## src/rtl/sram_arb_pkg.sv

```systemverilog
// Shared types and constants for the external SRAM arbiter.
// Latency: n/a (package only).
// Backpressure: n/a (package only).
package sram_arb_pkg;

  localparam int SRAM_ADDR_W = 19;
  localparam int SRAM_DATA_W = 16;

  typedef enum logic [1:0] {
    IDLE   = 2'd0,
    SETUP  = 2'd1,
    ACCESS = 2'd2,
    DONE   = 2'd3
  } state_t;

  // Active-low SRAM control strobes, kept together so they reset as one bundle.
  typedef struct packed {
    logic cs_n;
    logic oe_n;
    logic we_n;
  } strobe_t;

  localparam strobe_t STROBE_RST = '{cs_n: 1'b1, oe_n: 1'b1, we_n: 1'b1};

endpackage

```

## src/rtl/sram_arb_grant.sv

```systemverilog
// Two-way combinational grant for the SRAM arbiter.
// Latency: combinational, zero cycles.
// Backpressure: none; the caller only samples the grant while idle.
//
// Ports: req0/req1 requests in; last = port granted most recently (only with
// SRAM_ARB_ROUND_ROBIN_EN); gnt_any = some port wins; gnt_sel = winning port.
// Macro SRAM_ARB_ROUND_ROBIN_EN: defined -> round robin, undefined -> port 0
// has fixed priority and the last-grant input does not exist.
module sram_arb_grant (
  input  logic req0,
  input  logic req1,
`ifdef SRAM_ARB_ROUND_ROBIN_EN
  input  logic last,
`endif
  output logic gnt_any,
  output logic gnt_sel
);

  always_comb begin
    gnt_any = req0 | req1;
`ifdef SRAM_ARB_ROUND_ROBIN_EN
    // On contention the port that did not win last time goes next.
    gnt_sel = (req0 && req1) ? ~last : req1;
`else
    gnt_sel = req1 & ~req0;
`endif
  end

endmodule

```

## src/rtl/sram_arbiter.sv

```systemverilog
// Two-port arbiter and CS/OE/WE cycle sequencer for a 512Kx16 async SRAM.
// Latency: request to ack is WAIT_CYCLES+2 cycles; one idle cycle between accesses.
// Backpressure: requesters hold req until their one-cycle ack; the loser waits.
//
// Ports: clk/rst (async active-high); req/we/addr/wdata per port in; ack0/ack1
// pulses and shared rdata out; sram_adr/sram_dat_out/sram_dat_oe and active-low
// strobes to the pads, sram_dat_in from the pads. All outputs are registered.
// Macro SRAM_ARB_ROUND_ROBIN_EN selects round-robin over fixed priority.
module sram_arbiter
  import sram_arb_pkg::*;
#(
  parameter int WAIT_CYCLES = 2,
  parameter int ADDR_W      = SRAM_ADDR_W,
  parameter int DATA_W      = SRAM_DATA_W
) (
  input  logic              clk,
  input  logic              rst,
  input  logic              req0,
  input  logic              we0,
  input  logic [ADDR_W-1:0] addr0,
  input  logic [DATA_W-1:0] wdata0,
  input  logic              req1,
  input  logic              we1,
  input  logic [ADDR_W-1:0] addr1,
  input  logic [DATA_W-1:0] wdata1,
  output logic              ack0,
  output logic              ack1,
  output logic [DATA_W-1:0] rdata,
  output logic [ADDR_W-1:0] sram_adr,
  output logic [DATA_W-1:0] sram_dat_out,
  output logic              sram_dat_oe,
  input  logic [DATA_W-1:0] sram_dat_in,
  output logic              sram_cs_n,
  output logic              sram_oe_n,
  output logic              sram_we_n
);

  if (WAIT_CYCLES < 1 || WAIT_CYCLES > 15) begin : g_bad_wait
    $error("sram_arbiter: WAIT_CYCLES must be in 1..15");
  end

  localparam logic [3:0] CNT_LOAD = 4'(WAIT_CYCLES - 1);

  state_t              state, nxt_state;
  logic [3:0]          cnt;
  logic                gnt_any, gnt_sel;
  logic                lat_we, lat_port;
  logic [ADDR_W-1:0]   lat_addr;
  logic [DATA_W-1:0]   lat_wdata;
  logic                cur_we;
  logic [ADDR_W-1:0]   cur_addr;
  logic [DATA_W-1:0]   cur_wdata;
  strobe_t             strobe, strobe_d;
  logic                dat_oe_d, ack0_d, ack1_d;
  logic [ADDR_W-1:0]   adr_d;
  logic [DATA_W-1:0]   dat_out_d;

`ifdef SRAM_ARB_ROUND_ROBIN_EN
  logic last_gnt;
`endif

  sram_arb_grant u_grant (
    .req0    (req0),
    .req1    (req1),
`ifdef SRAM_ARB_ROUND_ROBIN_EN
    .last    (last_gnt),
`endif
    .gnt_any (gnt_any),
    .gnt_sel (gnt_sel)
  );

  // While idle the winner's inputs feed the SETUP outputs directly, because
  // they are latched on the same edge that enters SETUP.
  always_comb begin
    cur_we    = lat_we;
    cur_addr  = lat_addr;
    cur_wdata = lat_wdata;
    if (state == IDLE) begin
      cur_we    = gnt_sel ? we1    : we0;
      cur_addr  = gnt_sel ? addr1  : addr0;
      cur_wdata = gnt_sel ? wdata1 : wdata0;
    end
  end

  // FSM: state register
  always_ff @(posedge clk or posedge rst) begin
    if (rst) state <= IDLE;
    else     state <= nxt_state;
  end

  // FSM: next state
  always_comb begin
    nxt_state = state;
    case (state)
      IDLE:    if (gnt_any) nxt_state = SETUP;
      SETUP:   nxt_state = ACCESS;
      ACCESS:  if (cnt == 4'd0) nxt_state = DONE;
      DONE:    nxt_state = IDLE;
      default: nxt_state = IDLE;
    endcase
  end

  // FSM: outputs, decoded from the next state so they can be registered.
  always_comb begin
    strobe_d  = STROBE_RST;
    dat_oe_d  = 1'b0;
    adr_d     = sram_adr;
    dat_out_d = sram_dat_out;
    ack0_d    = 1'b0;
    ack1_d    = 1'b0;
    case (nxt_state)
      SETUP: begin
        strobe_d.cs_n = 1'b0;
        strobe_d.oe_n = cur_we;
        adr_d         = cur_addr;
        dat_oe_d      = cur_we;
        if (cur_we) dat_out_d = cur_wdata;
      end
      ACCESS: begin
        strobe_d.cs_n = 1'b0;
        strobe_d.oe_n = lat_we;
        strobe_d.we_n = ~lat_we;
        dat_oe_d      = lat_we;
      end
      DONE: begin
        // Address and data drive stay put after WE rises for write hold time.
        dat_oe_d = lat_we;
        ack0_d   = ~lat_port;
        ack1_d   = lat_port;
      end
      default: ;
    endcase
  end

  always_ff @(posedge clk or posedge rst) begin
    if (rst) begin
      lat_we       <= 1'b0;
      lat_port     <= 1'b0;
      lat_addr     <= '0;
      lat_wdata    <= '0;
      cnt          <= 4'd0;
      rdata        <= '0;
      strobe       <= STROBE_RST;
      sram_dat_oe  <= 1'b0;
      sram_adr     <= '0;
      sram_dat_out <= '0;
      ack0         <= 1'b0;
      ack1         <= 1'b0;
    end else begin
      if (state == IDLE && gnt_any) begin
        lat_we    <= cur_we;
        lat_port  <= gnt_sel;
        lat_addr  <= cur_addr;
        lat_wdata <= cur_wdata;
      end
      if (state == SETUP)
        cnt <= CNT_LOAD;
      else if (state == ACCESS && cnt != 4'd0)
        cnt <= cnt - 4'd1;
      if (state == ACCESS && cnt == 4'd0 && !lat_we)
        rdata <= sram_dat_in;
      strobe       <= strobe_d;
      sram_dat_oe  <= dat_oe_d;
      sram_adr     <= adr_d;
      sram_dat_out <= dat_out_d;
      ack0         <= ack0_d;
      ack1         <= ack1_d;
    end
  end

`ifdef SRAM_ARB_ROUND_ROBIN_EN
  always_ff @(posedge clk or posedge rst) begin
    if (rst)                       last_gnt <= 1'b1;
    else if (state == IDLE && gnt_any) last_gnt <= gnt_sel;
  end
`endif

  assign sram_cs_n = strobe.cs_n;
  assign sram_oe_n = strobe.oe_n;
  assign sram_we_n = strobe.we_n;

endmodule

```

## config.mk

```make
export PLATFORM = sky130hd
export DESIGN_NAME = sram_arbiter
export DESIGN_NICKNAME = d
export VERILOG_FILES = /design/src/rtl/sram_arb_pkg.sv /design/src/rtl/sram_arb_grant.sv /design/src/rtl/sram_arbiter.sv
export SDC_FILE = /design/constraint.sdc
export NUM_CORES = 1
export LEC_CHECK = 0
export CELL_PAD_IN_SITES_DETAIL_PLACEMENT = 0
export CELL_PAD_IN_SITES_GLOBAL_PLACEMENT = 1
export CORE_MARGIN = 10
export CORE_UTILIZATION = 28
export DETAILED_ROUTE_END_ITERATION = 7
export PLACE_DENSITY = 0.67
export SYNTH_ARGS = -nofsm -noshare
export SYNTH_HDL_FRONTEND = slang
export SYNTH_SLANG_ARGS = --single-unit
```

## constraint.sdc

```tcl
create_clock -name clk -period 3.9 [get_ports clk]
set_clock_uncertainty 0.1 [all_clocks]
set_input_delay 0.585 -clock clk [delete_from_list [all_inputs] [get_ports clk]]
set_output_delay 0.585 -clock clk [all_outputs]
set_load 0.1 [all_outputs]
```

Yosys cells after proc, flatten, opt, wreduce, memory -nomap -nowiden
Index checks and enable logic that the tools add are counted.

storage, ports and cells
  register bits = 100
  output and inout bits = 57
  word-level logic and storage cells = 54

operators by class
  add/subtract/negate cells = 1
  eq/ne operators = 6
  mux-type cells = 16
  bitwise logic cells = 5
  reductions and logical operators = 11

operators by type and width
  operator             number
  $mux 19              2
  $mux 16              2
  $eq 2x2->1 const B   4
  $mux 4               2
  $pmux 2 s4           1
  $mux 1               5
  $eq 2x1->1 const B   2
  $logic_and 1x1->1    4
  $logic_not 4->1      1
  $mux 2               2
  $pmux 2 s2           1
  $reduce_bool 4->1    1
  $sub 4x1->4 const B  1
  $not 1->1            3
  $logic_not 2->1      1
  $pmux 1 s2           1
  $reduce_and 2->1     1
  $reduce_bool 2->1    1
  $reduce_or 2->1      1
  $and 1x1->1          1
  $logic_not 1->1      1
  $or 1x1->1           1

Logic depth before layout (Yosys ltp)
Gate-level depths: netlist of the first run.

  depth after elaboration = 6
  mapped depth = 11
  gate-level depth less buffers = 9

Modules after synthesis
From an unflattened synthesis of the first run, not the netlist that was laid out.

unflattened totals
  cell total of the unflattened synthesis = 404
  area, all modules = 4579.4 um2

by module, submodules not included
  module          times used  cells an instance  area an instance (um2)  sequential area each (um2)
  sram_arbiter    1           402                4566.9                  2506.2
  sram_arb_grant  1           2                  12.5                    0.0

Worst setup path before layout of the first run
OpenSTA, ideal clock, no wires.

  path type = in2reg
  start point = input req0
  end point = register sram_dat_out[0]
  library setup time = 125 ps
  arrival time = 2827 ps
  path slack = 848 ps
  stages = 10
  buffers on the path = 3
  cell sequence = clkbuf_1 clkbuf_1 o21ai_0 o21ai_0 o22a_1 ha_1 o21ai_0 a211oi_2 buf_2 mux2_2

on the way
  word-level cells in the longest chain between the ends = 5

ends and longest elaborated chain
  element                     RTL line              RTL
  start: declaration          sram_arbiter.sv:18    input logic req0,
  $or 1x1->1                  sram_arb_grant.sv:20  gnt_any = req0 | req1;
  $mux 2                      sram_arbiter.sv:95    IDLE: if (gnt_any) nxt_state = SETUP;
  $pmux 2 s4                  sram_arbiter.sv:94    case (state)
  named net nxt_state[0]      sram_arbiter.sv:44    state_t state, nxt_state;
  $eq 2x1->1                  sram_arbiter.sv:111   case (nxt_state)
  $reduce_and 2->1 (no line)  --
  end signal: assignment      sram_arbiter.sv:165   sram_dat_out <= dat_out_d;
  end: declaration            sram_arbiter.sv:30    output logic [DATA_W-1:0] sram_dat_out,

The timed path passes the listed nets, and every way through them passes these cells.
A chain may end at the register's enable or synchronous reset.

Worst setup path in the final report of the first run
  start point = register cnt[0]
  end point = register sram_dat_out[10]

on the way
  word-level cells in the longest chain between the ends = 5

ends and longest elaborated chain
  element                     RTL line             RTL
  start: declaration          sram_arbiter.sv:45   logic [3:0] cnt;
  start signal: assignment    sram_arbiter.sv:159  cnt <= cnt - 4'd1;
  $logic_not 4->1             sram_arbiter.sv:97   ACCESS: if (cnt == 4'd0) nxt_state = DONE;
  $mux 2                      sram_arbiter.sv:97
  $pmux 2 s4                  sram_arbiter.sv:94
  named net nxt_state[0]      sram_arbiter.sv:44
  $eq 2x1->1                  sram_arbiter.sv:111
  $reduce_and 2->1 (no line)  --

The timed path passes the listed nets, and every way through them passes these cells.

==> results of run 1 <==
==> final timing paths <==
check                                     start                           end  slack [ps]  cells after the start
hold reg to reg            lat_port$_DFFE_PP0P_                ack0$_DFF_PP0_         350                      1
setup / recovery             cnt[0]$_DFFE_PP0P_  sram_dat_out[10]$_DFFE_PP0P_         890                     10
hold / removal             lat_port$_DFFE_PP0P_                ack0$_DFF_PP0_         350                      1
min in group asynchronous                   rst          rdata[6]$_DFFE_PP0P_         540                      2
max in group asynchronous                   rst           sram_cs_n$_DFF_PP1_        2380                      3
setup reg to reg             cnt[0]$_DFFE_PP0P_  sram_dat_out[10]$_DFFE_PP0P_         890                     10
==> synthesized netlist by cell type (2+ instances only) <==
cell	count
dfrtp_1	97
inv_1	47
a211oi_1	39
o21ai_0	38
clkbuf_1	36
nand2_1	33
a21oi_1	24
mux2_2	22
o22ai_1	20
and3b_1	19
nand2b_1	17
o211ai_1	17
a22oi_1	16
nand4b_1	16
mux2_4	10
ha_1	9
nor2_1	4
buf_2	3
dfstp_2	3
nor2b_1	3
buf_1	2
or3b_1	2
==> layout by cell type, fill, tap and decap left out, types with 3 or more instances in the layout <==
cell type / Yosys / final
a22oi_1: 16 / 16
o211ai_1: 17 / 17
mux2_2: 22 / 22
o22ai_1: 20 / 20
dfstp_2: 3 / 3
a21oi_1: 24 / 24
o21ai_0: 38 / 38
dfrtp_1: 97 / 97
clkbuf_16: 0 / 9
ha_1: 9 / 8
and3b_1: 19 / 19
nand2_1: 33 / 33
bufinv_16: 0 / 3
nand4b_1: 16 / 16
nor2_1: 4 / 4
inv_1: 47 / 46
mux2_4: 10 / 10
a211oi_1: 39 / 39
nand2b_1: 17 / 17
clkdlybuf4s50_1: 0 / 146
buf_4: 0 / 10
==> routing by layer <==
layer  GRT usage (%)  share of wire, %  vias to the layer above  routed length (um)
met1            15.1                44                     1987                6700
met4            4.86               2.4                        0                 364
met5               0                 0                        -                   0
met2            20.7                47                      125                7150
met3            4.85               7.1                       17                1080
li1                -                 -                     2026                   -
==> state kept, by name, summed over array words and instances, names as in the netlist <==
signal,count
lat_addr,19
sram_adr,19
lat_wdata,16
rdata,16
sram_dat_out,16
cnt,4
state,2
ack0,1
ack1,1
lat_port,1
lat_we,1
sram_cs_n,1
sram_dat_oe,1
sram_oe_n,1
sram_we_n,1
==> cell type report <==
class	instances	share of cell area, %
multi-input combinational	303	31.2
clock inverter	6	1.60
timing repair buffer	159	22.1
inverter	48	2.57
clock buffer	9	3.17
tap	229	4.04
antenna	1	0.0352
sequential	100	35.3
==> cells by family after synthesis <==
logic type | Yosys count | synth area share (%)
and+or+nand+nor | 99 | 12.3
buffers and inverters | 91 | 7.28
muxes | 32 | 7.85
adders and majority gates | 9 | 2.22
xor gates and xnor gates | 1 | 0.173
AOI/OAI and AO/OA | 162 | 20.7
DFF | 100 | 49.5
==> critical path, stage by stage (launching register included) <==
cell	delay (ps)
dfrtp_1	420
inv_1	90
ha_1	170
or3b_1	450
o21ai_0	260
o22a_1	230
ha_1	170
o21ai_0	130
a211oi_4	180
buf_4	310
mux2_2	380
==> per-stage QoR <==
step                      instances  hold slack [ps]
final                           855              347
after global routing            855              386
after CTS                       854              353
after detailed placement        839              343
after global placement          839              338
after floorplan                 494              318
==> results.toml, run 1 <==
[finish]
multiInputGateArea_mm2 = 0.00222
final_net_count = 722
regArea_mm2 = 0.00251
area_growth_pct = 40.1
fin_area_mm2 = 0.00710
layout-drive-gt1-share_pct = 11.4
fin_util_pct = 39.7
nFillCells = 1749

[global_route]
grt_max_degree = 60
grt_pass1_vias = 4491
grt_overflow_total = 0
grt_util_all_layers_pct = 12.8
grt_pass1_wl_um = 24900
antenna_found_initial = 1

[synth]
synthDistinctLibCells = 39
synth_area_mm2 = 0.00507
yosys.area.top_type = "dfrtp_1"
synth_edf_count = 0
async_flop_share_pct = 100
synthTopCellsByArea = "dfrtp_1 48%, a211oi_1 5.8%, mux2_2 4.9%, o21ai_0 3.8%, inv_1 3.5%"
synth_warnings = 0
synthCells = 494
avgSynthCellArea_um2 = 10.3
syn_nets = 595
synth_top_area_share_pct = 47.9
seq_area_frac_synth_pct = 49.5
ys_ff_latch = 100
synthFlopType = "dfrtp_1"

[clocking]
cts.path.max_buffers = 2
numCtsBuffers = 9
cts_hold_buffers = 0
cts_tree = "yes"
cts_setup_buffers = 0
ctsResizeCount = 0
cts_num_sinks = 100
clockRootBuffer = "clkbuf_16"
insertion_delay_ps = 350
cts.clk_slew.worst_paths_ps = 70
cts_max_level = 3

[sta]
finalHoldViolCount = 0
period_share_pct = 77.1
slew_headroom_pct = 29.6
worst_slew_pin_slew_ps = 1050
max_freq_mhz = 332
tns_ps = 0
setup_violations = 0
drv_slew = 0
min_period_ps = 3010
grt_setup_unrepaired = "no"
setup_ws_ps = 891

[placement]
port_buffers = 148
dp_hpwl_um = 10700
dp_slack_ps = 899
dpl-instance-area_mm2 = 0.00676
gp_congestion = 0.799

[route]
antenna_left = 0
drcViolationCount = 0
wl_per_cell_um = 17.9
drtIter0Drc = 160
vias_per_cell = 4.86
wirelength_um = 15300
vias = 4155
drtPass1Iterations = 5

[floorplan]
die-area_mm2 = 0.0239
start_util_pct = 28.3
die_y_um = 155
num_io_pins = 149
core_mm2 = 0.0179
die_w_um = 155
num_rows = 49

[setup_path]
crit_fanout = 18
end_kind = "register"
setup.worst_path.start_class = "register"
arrival_ps = 3140
worstSetupPathType = "reg2reg"
cp.required_ps = 4030

[job]
cap_violations = 0

[hold_path]
hp-class = "reg2reg"

[status]
status = "complete, no violations"
Power of run 1 is left out: the tool's default activity adds up to more than one toggle a clock period on the data nets, which glitch-free logic cannot reach.
==> inputs of run 2 (changes only) <==
Settings changed: PLACE_DENSITY 0.67 to 0.69.
Clock period 3.9 ns to 2.4 ns, I/O delays scaled along.
==> run 2 against run 1 <==
  * Die area stayed put
  * Hold slack better by 12 ps
  * First-iteration DRC count is 28% higher
  * The run now ends with negative setup slack left
  * Cell count is 3.4% higher
  * Sequential share of layout area is 1.2 points lower
  * Highest routed layer is now met5
==> results.toml, run 2 (synthesized netlist as in run 1, its figures left out) <==
[setup_path]
crit_path_top_delay_cell = "dfrtp_1"
slowest_delay_ps = 390
setup.worst_path.start_class = "register"
crit_fanout = 6
rrSetupSlack_ps = -170
end_kind = "register"
r2r_cells = 11
timing.rr.start = "cnt[0]$_DFFE_PP0P_"
crit_path_end = "sram_dat_out[11]$_DFFE_PP0P_"
cpMostUsedCell = "ha_2"
cp-startpoint = "cnt[0]$_DFFE_PP0P_"
cp.required_ps = 2540
arrival_ps = 2710
reg2reg_to = "sram_dat_out[11]$_DFFE_PP0P_"
worstSetupPathType = "reg2reg"
cp_cell_sequence = "inv_2 > ha_2 > or3b_4 > o21ai_4 > o22a_1 > ha_2 > o21ai_2 > a211oi_4 > buf_6 > clkbuf_16 > mux2_2"

[route]
wirelength_um = 16000
drtPass1Iterations = 4
vias = 4330
wl_per_cell_um = 18.1
vias_per_cell = 4.90
drtIter0Drc = 204
antenna_left = 0
drcViolationCount = 0

[floorplan]
die-area_mm2 = 0.0239
core_mm2 = 0.0179
num_rows = 49
num_io_pins = 149
die_y_um = 155
start_util_pct = 28.3
die_w_um = 155

[finish]
regArea_mm2 = 0.00251
largestRegisters = "lat_addr (19), sram_adr (19)"
area_growth_pct = 45.0
final_net_count = 751
final_common_cell = "dfrtp_1"
fin_util_pct = 41.0
layout_common_cells = "97 x dfrtp_1, 89 x clkdlybuf4s50_1, 83 x buf_4, 45 x inv_1, 39 x a211oi_1"
diodes = 0
nFillCells = 1680
instances_no_fill = 884
multiInputGateArea_mm2 = 0.00233
layout-drive-gt1-share_pct = 26.0

[status]
violations = "negative setup slack"
status = "complete, but fails checks"

[global_route]
grt_pass1_wl_um = 25600
grt_pass1_vias = 4791
grt_max_degree = 101
grt_overflow_total = 0
antenna_found_initial = 1
grt_util_all_layers_pct = 13.1

[sta]
setup_ws_ps = -172
finalHoldViolCount = 0
tns_ps = -2250
min_period_ps = 2570
period_share_pct = 107
setup_violations = 16
slew_headroom_pct = 63.0
drv_slew = 0
grt_setup_unrepaired = "yes"
max_freq_mhz = 389
worst_slew_pin_slew_ps = 554

[clocking]
numCtsBuffers = 9
cts.clk_slew.worst_paths_ps = 70
cts.path.max_buffers = 2
cts_max_level = 3
cts_tree = "yes"
insertion_delay_ps = 350
cts_num_sinks = 100
clockRootBuffer = "clkbuf_16"

[placement]
port_buffers = 148
dp_hpwl_um = 11000
dp_slack_ps = -196
gp_congestion = 0.758
dpl.cell_count = 857

[hold_path]
hp-class = "reg2reg"

[job]
cap_violations = 0
run 2: cell count changes in the layout (fill, tap and decap cells not counted), moves of 2 or more:
cell and delta:
buf_12 +3, buf_4 +73, buf_6 +9, bufinv_16 -2, clkbuf_8 +2, clkdlybuf4s50_1 -57, ha_1 -5, ha_2 +4
mux2_2 -12, mux2_4 +12, o21ai_0 -3, o21ai_2 +2
run 2: per-stage QoR:
| stage | area (um^2) | hold WS [ps] |
|---|---|---|
| 2_1_floorplan | 5100 | 318 |
| 3_3_place_gp | 6800 | 341 |
| 3_5_place_dp | 6800 | 350 |
| 4_1_cts | 7240 | 366 |
| 5_1_grt | 7350 | 403 |
| 6_report | 7350 | 359 |
run 2: repair_timing:
action                     in CTS  in global routing
setup buffers                   9                  9
pin swaps                       3                  3
hold endpoints to repair        0                  0
hold buffers                    0                  0
resized for setup              16                 22
cloned                          0                  1
setup endpoints to repair      20                 39
run 2: worst min path at each step:
stage	start	to	slack, ps	depth (start not counted)
final	lat_port$_DFFE_PP0P_	ack0$_DFF_PP0_	360	1
after global routing	lat_port$_DFFE_PP0P_	ack0$_DFF_PP0_	400	1
after CTS	lat_port$_DFFE_PP0P_	ack0$_DFF_PP0_	370	1
after detailed placement	lat_port$_DFFE_PP0P_	ack0$_DFF_PP0_	350	1
after global placement	lat_port$_DFFE_PP0P_	ack0$_DFF_PP0_	340	1
after floorplan	lat_port$_DFFE_PP0P_	ack0$_DFF_PP0_	320	1
run 2: final cells by class:
cell class,count,area share [%]
Sequential cell,100,34.1
Multi-Input combinational cell,303,31.7
Timing Repair Buffer,188,23.6
Tap cell,229,3.90
Clock buffer,11,3.44
Inverter,48,2.50
Clock inverter,5,0.817
run 2: critical path: cells and delay by family (launching register included):
family	cells	cell delay, ps
flops	1	390
compound gates	4	530
buf+inv	3	370
mux	1	320
fa+ha+maj	2	350
simple gates	1	390
run 2: layer usage:
layer	up-vias	GRT usage (%)	wire [um]
li1	2097	-	-
met1	2074	15.7	7210
met2	138	21.2	7370
met3	19	4.96	1150
met4	2	4.36	249
met5	-	0	13
Power of run 2 is left out for the same reason.
==> inputs of run 3 (changes only) <==
Settings changed: CTS_BUF_LIST from default to sky130_fd_sc_hd__clkbuf_8.
==> run 3 against run 2 <==
  * The run still ends with negative setup slack left
  * Setup slack lost 13 ps
  * Hold slack gained 7.3 ps
  * Count of clock-buffer cells in the layout is the same
  * Register-to-register slack is essentially flat
  * Global-route usage is essentially flat
==> results.toml, run 3 (synthesized netlist as in run 1, its figures left out) <==
[setup_path]
timing.rr.start = "cnt[0]$_DFFE_PP0P_"
cp-startpoint = "cnt[0]$_DFFE_PP0P_"
reg2reg_to = "sram_dat_out[11]$_DFFE_PP0P_"
arrival_ps = 2760
setup.worst_path.start_class = "register"
worstSetupPathType = "reg2reg"
r2r_cells = 11
rrSetupSlack_ps = -180
crit_fanout = 6
end_kind = "register"
crit_path_end = "sram_dat_out[11]$_DFFE_PP0P_"
cp.required_ps = 2570

[global_route]
grt_pass1_vias = 4787
globalRouteMet2Util_pct = 21.2
met3_usage_pct = 4.96
grt_max_degree = 101
grt_util_all_layers_pct = 13.2
grt_overflow_total = 0
top_usage_layer = "met2"
grt_util_met1_pct = 15.7
grt_pass1_wl_um = 25600
antenna_found_initial = 1

[finish]
final_common_cell = "dfrtp_1"
area_growth_pct = 42.9
layout_common_cells = "97 x dfrtp_1, 89 x clkdlybuf4s50_1, 83 x buf_4, 45 x inv_1, 39 x a211oi_1"
layout-drive-gt1-share_pct = 26.0
fin_util_pct = 40.5
final_net_count = 751
diodes = 0
instances_no_fill = 884
largestRegisters = "lat_addr (19), sram_adr (19)"

[sta]
setup_violations = 17
worst_slew_pin_slew_ps = 559
drv_slew = 0
grt_setup_unrepaired = "yes"
slew_headroom_pct = 62.7
max_freq_mhz = 387
period_share_pct = 108
tns_ps = -2450
setup_ws_ps = -185
finalHoldViolCount = 0
min_period_ps = 2580

[floorplan]
num_io_pins = 149
num_rows = 49
die_w_um = 155
die_y_um = 155
start_util_pct = 28.3
die-area_mm2 = 0.0239
core_mm2 = 0.0179

[route]
vias_per_cell = 4.92
drtPass1Iterations = 4
antenna_left = 0
drtIter0Drc = 248
vias = 4350
wl_per_cell_um = 18.1
drcViolationCount = 0
wirelength_um = 16000

[job]
cap_violations = 0

[placement]
dp_slack_ps = -196
port_buffers = 148
dp_hpwl_um = 11000
gp_congestion = 0.758
dpl.cell_count = 857

[clocking]
cts_num_sinks = 100
cts_tree = "yes"
insertion_delay_ps = 380
cts_hold_buffers = 0
numCtsBuffers = 9
cts_max_level = 3
clockRootBuffer = "clkbuf_8"
cts.clk_slew.worst_paths_ps = 100
cts.path.max_buffers = 2

[hold_path]
hp-class = "reg2reg"

[status]
status = "complete, but fails checks"
violations = "negative setup slack"
## run 3: metal layers
layer	vias to the layer above	wire length, um
met2	137	7440
met5	-	13
met3	22	1140
met4	2	277
li1	2092	-
met1	2097	7170
## run 3: through the flow
stage	instance area (um^2)	hold slack [ps]
CTS	7130	371
global route	7240	404
floorplan	5100	318
finish	7240	366
detailed placement	6800	350
global placement	6800	341
## run 3: final cells by class
| type | instances | area (um^2) |
|---|---|---|
| repair buffers | 188 | 1730 |
| fillers | 1685 | 10700 |
| clock buffers | 11 | 151 |
| flip-flops and latches | 100 | 2510 |
| well taps | 229 | 287 |
| inverters | 48 | 184 |
| clock inverters | 5 | 60.1 |
| multi-input cells | 303 | 2320 |
## run 3: repair_timing
item                                    in CTS  in global routing
resized for setup                           16                 21
cloned                                       0                  1
endpoints found under the setup margin      20                 39
pin swaps                                    3                  3
setup buffers                                9                  9
## run 3: critical path: stages, from the launching register on
cell	delay, ps
dfrtp_1	400
inv_2	60
ha_2	170
or3b_4	390
o21ai_4	130
o22a_1	170
ha_2	190
o21ai_2	70
a211oi_4	160
buf_6	160
clkbuf_16	150
mux2_2	320
## run 3: worst min-delay path by stage
stage                     slack (ps)  depth (start not counted)                 start                 end
final                            370                          1  lat_port$_DFFE_PP0P_      ack0$_DFF_PP0_
after global routing             400                          5                  req0  state[0]$_DFF_PP0_
after global placement           340                          1  lat_port$_DFFE_PP0P_      ack0$_DFF_PP0_
after CTS                        370                          1  lat_port$_DFFE_PP0P_      ack0$_DFF_PP0_
after detailed placement         350                          1  lat_port$_DFFE_PP0P_      ack0$_DFF_PP0_
after floorplan                  320                          1  lat_port$_DFFE_PP0P_      ack0$_DFF_PP0_
Power of run 3 is left out for the same reason.
